--- config.mk ---
export PLATFORM = sky130hd
export DESIGN_NAME = store_narrow_rmw_flat
export DESIGN_NICKNAME = d
export VERILOG_FILES = /design/src/rtl/store_narrow_rmw_if.sv /design/src/rtl/store_narrow_rmw.sv /design/src/flat_wrapper.sv
export SDC_FILE = /design/constraint.sdc
export NUM_CORES = 1
export LEC_CHECK = 0
export ABC_CLOCK_PERIOD_IN_PS = 4000
export CAP_MARGIN = 0
export CORE_ASPECT_RATIO = 0.7
export CORE_MARGIN = 5
export CORE_UTILIZATION = 40
export CTS_CLUSTER_SIZE = 30
export DETAILED_ROUTE_END_ITERATION = 7
export PLACE_DENSITY_LB_ADDON = 0.05
export SLEW_MARGIN = 25
export SYNTH_ARGS = -nofsm -noshare
export SYNTH_HDL_FRONTEND = slang
export SYNTH_SLANG_ARGS = --single-unit
--- constraint.sdc ---
create_clock -name clk -period 4 [get_ports clk]
set_input_delay 0.6 -clock clk [delete_from_list [all_inputs] [get_ports clk]]
set_output_delay 0.6 -clock clk [all_outputs]
set_load 0.02 [all_outputs]
--- src/rtl/store_narrow_rmw_if.sv ---
// Store request / word-memory bundle for the store narrowing unit.
// The unit itself connects through the slave modport, and the requester/memory side connects through the master modport.
interface store_narrow_rmw_if #(
    parameter int ADDR_W = 32
);
    logic              req_valid;
    logic              req_ready;
    logic [1:0]        req_size;
    logic [ADDR_W-1:0] req_addr;
    logic [31:0]       req_data;
    logic [ADDR_W-1:0] mem_addr;
    logic              mem_rd_en;
    logic [31:0]       mem_rdata;
    logic              mem_wr_en;
    logic [31:0]       mem_wdata;
    logic              done;
    logic              misaligned;

    modport slave (
        input  req_valid,
        input  req_size,
        input  req_addr,
        input  req_data,
        input  mem_rdata,
        output req_ready,
        output mem_addr,
        output mem_rd_en,
        output mem_wr_en,
        output mem_wdata,
        output done,
        output misaligned
    );

    modport master (
        output req_valid,
        output req_size,
        output req_addr,
        output req_data,
        output mem_rdata,
        input  req_ready,
        input  mem_addr,
        input  mem_rd_en,
        input  mem_wr_en,
        input  mem_wdata,
        input  done,
        input  misaligned
    );
endinterface

--- src/rtl/store_narrow_rmw.sv ---
// Narrows sb/sh/sw register values into a word-wide memory.
// Sub-word stores use a read-modify-write sequence, and word stores write directly.
module store_narrow_rmw #(
    parameter int ADDR_W = 32
) (
    input  logic                 clk,
    input  logic                 rst_n,
    store_narrow_rmw_if.slave    bus
);

    typedef enum logic [2:0] {
        ST_IDLE = 3'd0,
        ST_RD   = 3'd1,
        ST_CAP  = 3'd2,
        ST_WR   = 3'd3,
        ST_DONE = 3'd4
    } state_e;

    localparam logic [1:0] SZ_BYTE = 2'b00;
    localparam logic [1:0] SZ_HALF = 2'b01;
    localparam logic [1:0] SZ_WORD = 2'b10;

    state_e            state_q, state_d;
    logic [ADDR_W-1:0] addr_q,  addr_d;
    logic [1:0]        off_q,   off_d;
    logic [1:0]        size_q,  size_d;
    logic [15:0]       data_q,  data_d;
    logic [31:0]       wdata_q, wdata_d;
    logic              mis_q,   mis_d;
    logic              accept_s;

    function automatic logic is_misaligned(input logic [1:0] size, input logic [1:0] off);
        logic bad;
        case (size)
            SZ_BYTE: bad = 1'b0;
            SZ_HALF: bad = off[0];
            SZ_WORD: bad = (off != 2'b00);
            default: bad = 1'b1;
        endcase
        return bad;
    endfunction

    // Little-endian lane insert of the narrow value into the old word.
    function automatic logic [31:0] merge_word(input logic [31:0] old,
                                               input logic [15:0] data,
                                               input logic [1:0]  size,
                                               input logic [1:0]  off);
        logic [31:0] res;
        res = old;
        case (size)
            SZ_BYTE: begin
                case (off)
                    2'd0:    res[7:0]   = data[7:0];
                    2'd1:    res[15:8]  = data[7:0];
                    2'd2:    res[23:16] = data[7:0];
                    2'd3:    res[31:24] = data[7:0];
                    default: res = old;
                endcase
            end
            SZ_HALF: begin
                if (off[1]) begin
                    res[31:16] = data;
                end else begin
                    res[15:0] = data;
                end
            end
            default: res = old;
        endcase
        return res;
    endfunction

    assign accept_s = bus.req_valid && (state_q == ST_IDLE);

    // Next-state and latch update logic.
    always_comb begin
        state_d = state_q;
        addr_d  = addr_q;
        off_d   = off_q;
        size_d  = size_q;
        data_d  = data_q;
        wdata_d = wdata_q;
        mis_d   = mis_q;
        case (state_q)
            ST_IDLE: begin
                if (accept_s) begin
                    addr_d = {bus.req_addr[ADDR_W-1:2], 2'b00};
                    off_d  = bus.req_addr[1:0];
                    size_d = bus.req_size;
                    data_d = bus.req_data[15:0];
                    mis_d  = is_misaligned(bus.req_size, bus.req_addr[1:0]);
                    if (is_misaligned(bus.req_size, bus.req_addr[1:0])) begin
                        state_d = ST_DONE;
                    end else if (bus.req_size == SZ_WORD) begin
                        wdata_d = bus.req_data;
                        state_d = ST_WR;
                    end else begin
                        state_d = ST_RD;
                    end
                end else begin
                    state_d = ST_IDLE;
                end
            end
            ST_RD: begin
                state_d = ST_CAP;
            end
            ST_CAP: begin
                wdata_d = merge_word(bus.mem_rdata, data_q, size_q, off_q);
                state_d = ST_WR;
            end
            ST_WR: begin
                state_d = ST_DONE;
            end
            ST_DONE: begin
                state_d = ST_IDLE;
            end
            default: begin
                state_d = ST_IDLE;
            end
        endcase
    end

    // State and latch registers; reset aborts any store in flight.
    always_ff @(posedge clk or negedge rst_n) begin
        if (!rst_n) begin
            state_q <= ST_IDLE;
            addr_q  <= {ADDR_W{1'b0}};
            off_q   <= 2'b00;
            size_q  <= 2'b00;
            data_q  <= 16'h0000;
            wdata_q <= 32'h0000_0000;
            mis_q   <= 1'b0;
        end else begin
            state_q <= state_d;
            addr_q  <= addr_d;
            off_q   <= off_d;
            size_q  <= size_d;
            data_q  <= data_d;
            wdata_q <= wdata_d;
            mis_q   <= mis_d;
        end
    end

    assign bus.req_ready  = (state_q == ST_IDLE);
    assign bus.mem_rd_en  = (state_q == ST_RD);
    assign bus.mem_wr_en  = (state_q == ST_WR);
    assign bus.done       = (state_q == ST_DONE);
    assign bus.misaligned = mis_q && (state_q == ST_DONE);
    assign bus.mem_addr   = addr_q;
    assign bus.mem_wdata  = wdata_q;

endmodule

--- src/flat_wrapper.sv ---
// flat-port wrapper written by rule: the top's interface ports become plain ports
module store_narrow_rmw_flat 
#(
    parameter int ADDR_W = 32
)
  (clk, rst_n, bus_req_valid, bus_req_size, bus_req_addr, bus_req_data, bus_mem_rdata, bus_req_ready, bus_mem_addr, bus_mem_rd_en, bus_mem_wr_en, bus_mem_wdata, bus_done, bus_misaligned);
  store_narrow_rmw_if #(.ADDR_W(ADDR_W)) bus_i ();
  input  logic clk;
  input  logic rst_n;
  input wire logic [$bits(bus_i.req_valid)-1:0] bus_req_valid;
  input wire logic [$bits(bus_i.req_size)-1:0] bus_req_size;
  input wire logic [$bits(bus_i.req_addr)-1:0] bus_req_addr;
  input wire logic [$bits(bus_i.req_data)-1:0] bus_req_data;
  input wire logic [$bits(bus_i.mem_rdata)-1:0] bus_mem_rdata;
  output wire logic [$bits(bus_i.req_ready)-1:0] bus_req_ready;
  output wire logic [$bits(bus_i.mem_addr)-1:0] bus_mem_addr;
  output wire logic [$bits(bus_i.mem_rd_en)-1:0] bus_mem_rd_en;
  output wire logic [$bits(bus_i.mem_wr_en)-1:0] bus_mem_wr_en;
  output wire logic [$bits(bus_i.mem_wdata)-1:0] bus_mem_wdata;
  output wire logic [$bits(bus_i.done)-1:0] bus_done;
  output wire logic [$bits(bus_i.misaligned)-1:0] bus_misaligned;
  assign bus_i.req_valid = bus_req_valid;
  assign bus_i.req_size = bus_req_size;
  assign bus_i.req_addr = bus_req_addr;
  assign bus_i.req_data = bus_req_data;
  assign bus_i.mem_rdata = bus_mem_rdata;
  assign bus_req_ready = bus_i.req_ready;
  assign bus_mem_addr = bus_i.mem_addr;
  assign bus_mem_rd_en = bus_i.mem_rd_en;
  assign bus_mem_wr_en = bus_i.mem_wr_en;
  assign bus_mem_wdata = bus_i.mem_wdata;
  assign bus_done = bus_i.done;
  assign bus_misaligned = bus_i.misaligned;
  store_narrow_rmw #(.ADDR_W(ADDR_W)) u_core (.clk(clk), .rst_n(rst_n), .bus(bus_i));
endmodule
==> results.cfg <==
[drt]
drc = 0
dr.pass1.iters = 5
first_iter_violations = 291
totalWireLength_mm = 13.3
routed-via-count = 3859
wire_per_inst_um = 17.9
viasPerCell = 5.22
ant_nets = 0

[floorplanning]
io_pins = 170
die_w_um = 134
die_h_um = 97.1
core_um2 = 10500
fp-row-count = 31
initial_utilization_pct = 41.4
die-area_um2 = 13000

[clock_network]
clk_pin_slew_ps = 60
clock-sinks = 86
cts_resized = 0
cts_setup_buffers = 0
cts_tree = yes
cts_root_buf = clkbuf_16
cts_hold_buf = 0
cts_inserted_buffers = 9
clockBufferDepth = 2
cts_htree_levels = 3
clk_latency_ps = 340

[synth]
synth.distinct_cells = 39
yosys_warnings = 0
yosysSeqAreaShare_pct = 49.7
avgSynthCellArea_um2 = 9.59
syn_area_um2 = 4330
ys_ff_latch = 86
synth_ff_type = dfrtp_1
async_flop_share_pct = 100
synthCells = 452
synth-edff-count = 0

[global_route]
overflow = 0
antenna_found_initial = 0
grt_util_all_layers_pct = 20.2
grtUsageMet3_pct = 6.21
grt_pass1_wl_mm = 21.1
grt_pass1_vias = 3938
top_usage_layer = met2
grtUsageMet2_pct = 30.1
grt_max_degree = 87
use_met1_pct = 28.8

[sta]
rsz0062_at_grt = false
setup_viol = 0
hold_violations = 0
setup_tns_ps = 0
fin_crit_sh_pct = 63.1
fin_worst_skew_ps = 4.95
slew_headroom_pct = 46.9
worstMarginPinSlew_ps = 796
finalCriticalPeriod_ps = 2520
whs_ps = 329
fmaxAchievable_ghz = 0.396
final_max_slew_viol_count = 0

[final_layout]
drive_above_1_share_pct = 5.11
syn2layout_area_growth_pct = 46.9
nFillCells = 894
antenna_cells = 0
mostFrequentLayoutCell = nand2_1
final_cell_mix = nand2_1 (176), clkdlybuf4s50_1 (166), dfrtp_1 (86)
nets = 704

[status]
outcome = complete, no violations

[critical_path]
r2r_slack_ps = 1620
end_kind = output pin
crit_chain = nor3_1 > clkdlybuf4s50_1
critPathArrivalTime_ps = 1920
critPathSlowestCell = clkdlybuf4s50_1
required_ps = 3400
cp_slowest_stage_delay_ps = 700
critPathLaunchType = flip-flop
critical_path_class = reg -> out
crit_fanout = 6

[power_and_ir_drop]
p_leak_nw = 2.99
powerDensity_nw_per_um2 = 811
ir_drop_mv = 0.334

[hold_path]
hold_class = in -> async

[placed_design]
gp_congestion = 0.808
dp_hpwl_mm = 9.18
io_buffers = 167

[job]
drv_cap = 0
final cells by class:
class / instances / area (um^2) / share of cell area [%]
inverter: 1 / 3.75 / 0.0590
sequential: 86 / 2150 / 33.8
clock inverter: 4 / 47.5 / 0.747
timing repair buffer: 170 / 1700 / 26.6
multi-input combinational: 335 / 2060 / 32.3
clock buffer: 11 / 243 / 3.81
tap: 132 / 165 / 2.59
power by group:
| part | leakage (nW) | internal (mW) | total [mW] | switching [mW] |
|---|---|---|---|---|
| Sequential | 1.05 | 1.31 | 1.71 | 0.403 |
| Clock | 0.141 | 0.496 | 0.837 | 0.341 |
| Combinational | 1.81 | 1.23 | 2.61 | 1.39 |
logic make-up (layout without fill, tap and decap cells):
logic type / after synthesis / count (layout) / synth area share [%]
compound gates: 67 / 67 / 12.4
buf+inv: 32 / 186 / 3.23
flops: 86 / 86 / 49.7
mux: 64 / 64 / 15.0
other cells: 1 / 2 / 0.0865
simple gates: 202 / 202 / 19.6
routing by layer:
metal	vias to the layer above	share of wire [%]
li1	1866	-
met1	1837	47
met2	145	44
met3	11	8.4
met4	0	1.0
met5	-	0
sequential cells by signal (all words and copies together) (netlist names):
signal	count
u_core.bus.mem_addr	30
u_core.bus.mem_wdata	32
u_core.off_q	2
u_core.size_q	2
u_core.data_q	16
u_core.state_q	3
u_core.mis_q	1
critical path: cells and delay by family (launching register included):
| kind | cells | cell delay, ps |
|---|---|---|
| buffers and inverters | 1 | 700 |
| flip-flops | 1 | 470 |
| AND/OR/NAND/NOR | 1 | 420 |
Yosys cell counts, types with 2 or more instances:
cell type  number  area, um^2
and2_1          2        12.5
nand2b_1        3        18.8
o2111a_1        7        78.8
dfrtp_1        86        2150
nor2b_1         2        12.5
nor3b_1         2        15.0
nand4b_1        2        17.5
mux2i_1        56         561
nor2_1          3        11.3
a32oi_1         8        70.1
nand2_1       177         664
clkbuf_1       17        63.8
o2bb2ai_1      15         131
mux2_2          8        90.1
a221oi_1        7        61.3
buf_2           7        35.0
buf_4           3        22.5
a21oi_1        16        80.1
a22o_1          8        70.1
buf_1           4        15.0
path summary, 6_finish.rpt:
kind	endpoint	cells past startpoint	from
worst max-delay path	bus_req_ready	2	u_core.state_q[0]
worst min-delay path	u_core.bus.mem_addr[13]	1	rst_n
worst max register to register	u_core.bus.mem_wdata[21]	4	u_core.size_q[1]
worst min register to register	u_core.mis_q	2	u_core.mis_q
max in group asynchronous	u_core.bus.mem_wdata[2]	1	rst_n
min in group clk	u_core.mis_q	2	u_core.mis_q
through the flow:
stage / instances / util (%) / total power [mW] / worst slack, ps / instance area [um^2]
floorplan: 453 / - / 3.19 / 2040 / 4340
global placement: 724 / 57.9 / 4.28 / 1240 / 6070
detailed placement: 724 / 58.0 / 4.35 / 1170 / 6070
CTS: 739 / 60.7 / 5.21 / 1500 / 6360
global route: 739 / 60.8 / 5.50 / 1370 / 6360
finish: 739 / 60.8 / 5.16 / 1480 / 6360
Power figures use the tool's default switching activity.
==> edit 1: new RTL, config.mk and constraints unchanged <==
`ADDR_W` is set to 32 in 3 places; all go to 16.
--- a/src/rtl/store_narrow_rmw_if.sv
+++ b/src/rtl/store_narrow_rmw_if.sv
@@ -2,5 +2,5 @@
 // The unit itself connects through the slave modport, and the requester/memory side connects through the master modport.
 interface store_narrow_rmw_if #(
-    parameter int ADDR_W = 32
+    parameter int ADDR_W = 16
 );
     logic              req_valid;
--- a/src/rtl/store_narrow_rmw.sv
+++ b/src/rtl/store_narrow_rmw.sv
@@ -2,5 +2,5 @@
 // Sub-word stores use a read-modify-write sequence, and word stores write directly.
 module store_narrow_rmw #(
-    parameter int ADDR_W = 32
+    parameter int ADDR_W = 16
 ) (
     input  logic                 clk,
--- a/src/flat_wrapper.sv
+++ b/src/flat_wrapper.sv
@@ -2,5 +2,5 @@
 module store_narrow_rmw_flat 
 #(
-    parameter int ADDR_W = 32
+    parameter int ADDR_W = 16
 )
   (clk, rst_n, bus_req_valid, bus_req_size, bus_req_addr, bus_req_data, bus_mem_rdata, bus_req_ready, bus_mem_addr, bus_mem_rd_en, bus_mem_wr_en, bus_mem_wdata, bus_done, bus_misaligned);
Interface: changed (resized bus_mem_addr and bus_req_addr); port bits go from 170 to 138. The function was not compared with the original's and may differ.
==> edit 1 against the original RTL <==
- non-clock buffer count shrank 28
- via count shrank 13%
- core utilization grew 0.097 points
- routed wire length shrank 13%
- area after synthesis shrank 14%
- power shrank 11%
- sequential cell count shrank 16
- final area shrank 13%
- setup slack gained 0.019 ns
==> edit 1: results (changes against the original RTL) <==
.. list-table::
   :header-rows: 1

   * - Metric
     - Value
   * - Worst-path maximum fanout
     - 6 (unchanged)
   * - Number of buffers inserted during clock tree synthesis
     - 9 (unchanged)
   * - Cell types with the highest counts after synthesis
     - nand2_1, dfrtp_1, mux2i_1, a21oi_1, o2bb2ai_1 (was nand2_1, dfrtp_1, mux2i_1, clkbuf_1, a21oi_1)
   * - Count of yosys warnings during synthesis
     - 0 (unchanged)
   * - Antenna violations before repair
     - 0 (unchanged)
   * - Global-route wire length before repair
     - 18,600 um (was 21,100 um)
   * - Number of synthesized flops with an enable pin
     - 0 (unchanged)
   * - Post-place setup slack
     - 1.45 ns (was 1.17 ns)
   * - Clock network latency to the later pin of the worst-skew pair
     - between 0.3 and 0.4 ns
   * - Most frequently used flop master after synthesis
     - dfrtp_1 (unchanged)
   * - Async S/R FF share, synth
     - 100% (unchanged)
   * - Detailed-routing iteration count for the pre-antenna-repair pass
     - 4 (was 5)
   * - Average routed wire per standard cell
     - 18.1 um (was 17.9 um)
   * - Total via count after detailed routing
     - 3,374 (was 3,859)
   * - Leading post-synthesis cells by cell area
     - dfrtp_1, mux2i_1, nand2_1 (was dfrtp_1, nand2_1, mux2i_1)
   * - Number of global-route vias before repair
     - 3,507 (was 3,938)
   * - Global routing usage summed across all routing layers
     - 20.3% (was 20.2%)
   * - N_diodes
     - 0 (unchanged)
   * - Number of cells after detailed placement
     - 623 (was 724)
   * - Highest ir drop seen on vdd
     - 0.328 mV (was 0.334 mV)
   * - Total of endpoints with negative setup slack in the final report
     - 0 (unchanged)
   * - Clock transition at the registers of the reported paths
     - 0.06 ns (about the same)
   * - Input/output buffers
     - 135 (was 167)
   * - Number of DRC markers after the initial detailed-route iteration
     - 185 (was 291)
   * - Flip-flop count of the largest register after layout
     - 32 (unchanged)
   * - Gate Count Post-Synth
     - 385 (was 452)
   * - Number of nets at the end of the flow
     - 596 (was 704)
   * - Share of layout cells above drive strength 1
     - 6.78% (was 5.11%)
   * - Worst-case clock buffer depth
     - 2 (unchanged)
   * - Pin count of the biggest net entering global routing
     - 71 (was 87)
   * - Post-synth cell types
     - 40 (was 39)
   * - RePlAce Congestion
     - 0.849 (was 0.808)
   * - HPWL after detailed placement
     - 8170 um (was 9180 um)
   * - Run status
     - completed (unchanged)
   * - P_leak
     - 2.58 nW (was 2.99 nW)
   * - Maximum level of the CTS H-tree
     - 3 (unchanged)
   * - CTS root buffer
     - clkbuf_16 (unchanged)
   * - Area share of the leading cell type in the synthesized netlist
     - 46.8% (was 49.7%)
   * - Post-route clock skew
     - 0.00616 ns (was 0.00495 ns)
   * - Total wirelength of the detailed-routed design
     - 11,600 um (was 13,300 um)
   * - Crit path arrival time
     - 1.90 ns (was 1.92 ns)
   * - Cts repair resizes
     - 0 (unchanged)
   * - Sequential share of the synthesized area
     - 46.8% (was 49.7%)
   * - Tightest Pin Transition
     - 0.736 ns (was 0.796 ns)
   * - Type of the most critical hold path
     - in2async (unchanged)
   * - Post-CTS Setup Inserts
     - 0 (unchanged)
[edit 1: routing by layer]
| metal | wire, um | global-route usage, % | up-vias |
|---|---|---|---|
| met2 | 5340 | 32.1 | 116 |
| met1 | 5420 | 27.5 | 1643 |
| met5 | 0 | 0 | - |
| met3 | 729 | 5.51 | 6 |
| li1 | - | - | 1609 |
| met4 | 80 | 6.32 | 0 |
[edit 1: layout make-up]
cell class                 instances  area (um^2)
multi-input combinational        287         1870
timing repair buffer             142         1410
fill                             810         3560
sequential                        70         1750
inverter                           1         3.75
tap                              124          155
clock inverter                     5          106
clock buffer                      11          243
[edit 1: logic make-up (layout without fill, tap and decap cells)]
logic type | after synthesis | in the layout | share of synthesized area [%]
buffers and inverters | 29 | 159 | 3.74
and+or+nand+nor | 154 | 154 | 17.6
DFF | 70 | 70 | 46.8
other | 1 | 2 | 0.100
AOI/OAI and AO/OA | 67 | 67 | 14.3
muxes | 64 | 64 | 17.4
[edit 1: final timing paths]
| path | end | cells past startpoint | start | slack, ns |
|---|---|---|---|---|
| worst max-delay path | bus_misaligned | 3 | u_core.state_q[2]$_DFF_PN0_ | 1.50 |
| worst min-delay path | u_core.bus.mem_addr[14]$_DFFE_PN0P_ | 1 | rst_n | 0.23 |
| worst max register to register | u_core.bus.mem_wdata[23]$_DFFE_PN0P_ | 4 | u_core.size_q[1]$_DFFE_PN0P_ | 1.68 |
| worst min register to register | u_core.bus.mem_addr[11]$_DFFE_PN0P_ | 2 | u_core.bus.mem_addr[11]$_DFFE_PN0P_ | 0.47 |
| max in group asynchronous | u_core.bus.mem_wdata[1]$_DFFE_PN0P_ | 2 | rst_n | 3.21 |
| min in group clk | u_core.bus.mem_addr[11]$_DFFE_PN0P_ | 2 | u_core.bus.mem_addr[11]$_DFFE_PN0P_ | 0.47 |
[edit 1: stage by stage]
step	total power, mW	area [um^2]
after CTS	4.63	5520
after floorplan	2.70	3750
after detailed placement	3.67	5170
after global placement	3.62	5170
after global routing	4.87	5540
final	4.59	5540
[edit 1: power breakdown]
group	total [mW]	internal, mW	switching (mW)
registers	1.43	1.07	0.358
logic	2.23	1.06	1.18
clock network	0.933	0.627	0.306
total	4.59	2.75	1.84
[edit 1: worst max-delay path, stage by stage (launching register included)]
cell	delay, ns
dfrtp_1	0.50
nor3b_1	0.30
and2_1	0.17
clkdlybuf4s50_1	0.61
==> edit 2: new RTL, config.mk and constraints unchanged <==
Without the edit above. Take the reset off `data_q` and load it in a clocked block of its own.
--- a/src/rtl/store_narrow_rmw.sv
+++ b/src/rtl/store_narrow_rmw.sv
@@ -127,5 +127,4 @@
             off_q   <= 2'b00;
             size_q  <= 2'b00;
-            data_q  <= 16'h0000;
             wdata_q <= 32'h0000_0000;
             mis_q   <= 1'b0;
@@ -135,8 +134,11 @@
             off_q   <= off_d;
             size_q  <= size_d;
-            data_q  <= data_d;
             wdata_q <= wdata_d;
             mis_q   <= mis_d;
         end
+    end
+
+    always_ff @(posedge clk) begin
+        data_q <= data_d;
     end
 
Function: no difference found for any inputs over 4 cycles, from zero or initial values and one cycle with rst_n low; that may be too few to reach the edited logic, so the function may still have changed.
==> edit 2 against the original RTL <==
- non-clock buffer count up 3
- first-iteration DRC count increased by 6.9%
- count of clock-buffer cells in the layout up 1
- sequential cell count stayed put
- highest routed layer unchanged
- core utilization fell by 0.63 points
- power fell by 5.7%
- routed wire length fell by 2.4%
- via count decreased by 3.1%
- area after synthesis decreased by 0.90%
- final area is 1.4% lower
- setup slack worse by 0.18 ns
- die area decreased by 0.82%
==> edit 2: results (changes against the original RTL) <==
.. list-table::
   :header-rows: 1

   * - Metric
     - Value
   * - Reg-to-reg setup timing slack
     - 1.39 ns (was 1.62 ns)
   * - P_leak
     - 2.66 nW (was 2.99 nW)
   * - Global routing usage summed across all routing layers
     - 19.8% (was 20.2%)
   * - Slowest cell on the critical path
     - and2_2 (was clkdlybuf4s50_1)
   * - HPWL after detailed placement
     - 9180 um (about the same)
   * - Crit path arrival time
     - 2.87 ns (was 1.92 ns)
   * - Startpoint of the lowest-slack register-to-register path
     - u_core.state_q[1]$_DFF_PN0_ (was u_core.size_q[1]$_DFFE_PN0P_)
   * - Sequential share of the synthesized area
     - 52.0% (was 49.7%)
   * - Critical register-to-register path endpoint
     - u_core.bus.mem_wdata[20]$_DFFE_PN0P_ (was u_core.bus.mem_wdata[21]$_DFFE_PN0P_)
   * - Global-route wire length before repair
     - 20,600 um (was 21,100 um)
   * - Power dissipated by switching net loads
     - 1.97 mW (was 2.13 mW)
   * - Worst-path maximum fanout
     - 24 (was 6)
   * - Leading post-synthesis cells by cell area
     - dfrtp_1, edfxtp_1, nand2_1 (was dfrtp_1, nand2_1, mux2i_1)
   * - Post-route clock skew
     - 0.00796 ns (was 0.00495 ns)
   * - Launching element of the worst setup path
     - bus_req_size[1] (was u_core.state_q[0]$_DFF_PN0_)
   * - End point of the critical path
     - u_core.bus.mem_wdata[30]$_DFFE_PN0P_ (was bus_req_ready)
   * - Synthesized-area fraction occupied by ao, oa, aoi and oai cells
     - 11.9% (was 12.4%)
   * - Number of DRC markers after the initial detailed-route iteration
     - 311 (was 291)
   * - Post-synth cell types
     - 33 (was 39)
   * - Pin count of the biggest net entering global routing
     - 71 (was 87)
   * - CP delay by family, top
     - simple AND/OR/NAND/NOR gates (was buffers and inverters)
   * - Run status
     - completed (unchanged)
   * - Share of layout cells above drive strength 1
     - 7.57% (was 5.11%)
   * - Number of fillers in the final layout
     - 869 (was 894)
   * - RePlAce Congestion
     - 0.782 (was 0.808)
   * - Number of cells traversed by the worst register-to-register path
     - 7 (was 4)
   * - Number of synthesized flops with an enable pin
     - 16 (was 0)
   * - Average routed wire per standard cell
     - 18.2 um (was 17.9 um)
   * - Cell types with the highest counts after synthesis
     - nand2_1, dfrtp_1, mux2i_1, a22oi_1, a21oi_1 (was nand2_1, dfrtp_1, mux2i_1, clkbuf_1, a21oi_1)
   * - Number of nets at the end of the flow
     - 677 (was 704)
   * - Cell Area, Placed
     - 0.00600 mm^2 (was 0.00607 mm^2)
[edit 2: cell types whose count changed after synthesis, moves of 16 or more]
cell,unedited run,this run
dfrtp_1,86,70
edfxtp_1,0,16
mux2i_1,56,40
o21ai_0,1,19
a22oi_1,0,31
nand2_1,177,109
[edit 2: cell families (layout without fill, tap and decap cells)]
group                  Yosys count  in the layout
AND/OR/NAND/NOR                164            164
buffers and inverters           34            190
AO/OA/AOI/OAI                   83             83
multiplexers                    56             56
flip-flops                      86             86
other                            1              2
[edit 2: area by class of cell]
cell class / count / area share [%]
inverter: 1 / 0.0598
tap: 132 / 2.63
multi-input combinational: 305 / 30.0
sequential: 86 / 35.6
clock inverter: 4 / 0.379
timing repair buffer: 173 / 27.4
clock buffer: 12 / 3.93
[edit 2: power groups by stage]
stage	clock network (mW)	registers [mW]	logic, mW
6_report	0.779	1.56	2.53
5_1_grt	0.834	1.61	2.73
4_1_cts	0.790	1.56	2.56
3_5_place_dp	0	1.56	2.54
3_3_place_gp	0	1.56	2.49
2_1_floorplan	0	1.86	1.16
[edit 2: through the flow]
stage	power [mW]	std cells	worst slack (ns)	hold slack, ns	utilization, %
after detailed placement	4.11	697	0.955	0.461	57.5
after global routing	5.18	713	1.07	0.331	60.2
after global placement	4.05	697	1.05	0.457	57.5
after CTS	4.90	713	1.31	0.441	60.1
after floorplan	3.03	425	1.83	0.304	-
final	4.86	713	1.30	0.264	60.2
[edit 2: metal layers]
metal	global-route usage, %	up-vias	share of wire [%]	wire length, um
li1	-	1782	-	-
met1	29.8	1802	47	6080
met2	28.6	146	44	5730
met3	5.45	10	7.9	1020
met4	3.95	0	0.90	117
met5	0	-	0	0
[edit 2: how the worst min path moves through the flow]
stage | from | to | slack (ns)
3_3_place_gp | u_core.bus.mem_addr[4]$_DFFE_PN0P_ | u_core.bus.mem_addr[4]$_DFFE_PN0P_ | 0.46
3_5_place_dp | u_core.bus.mem_addr[28]$_DFFE_PN0P_ | u_core.bus.mem_addr[28]$_DFFE_PN0P_ | 0.46
6_report | rst_n | u_core.bus.mem_addr[27]$_DFFE_PN0P_ | 0.26
2_1_floorplan | rst_n | u_core.bus.mem_addr[10]$_DFFE_PN0P_ | 0.30
5_1_grt | rst_n | u_core.bus.mem_addr[28]$_DFFE_PN0P_ | 0.33
4_1_cts | rst_n | u_core.bus.mem_wdata[1]$_DFFE_PN0P_ | 0.44
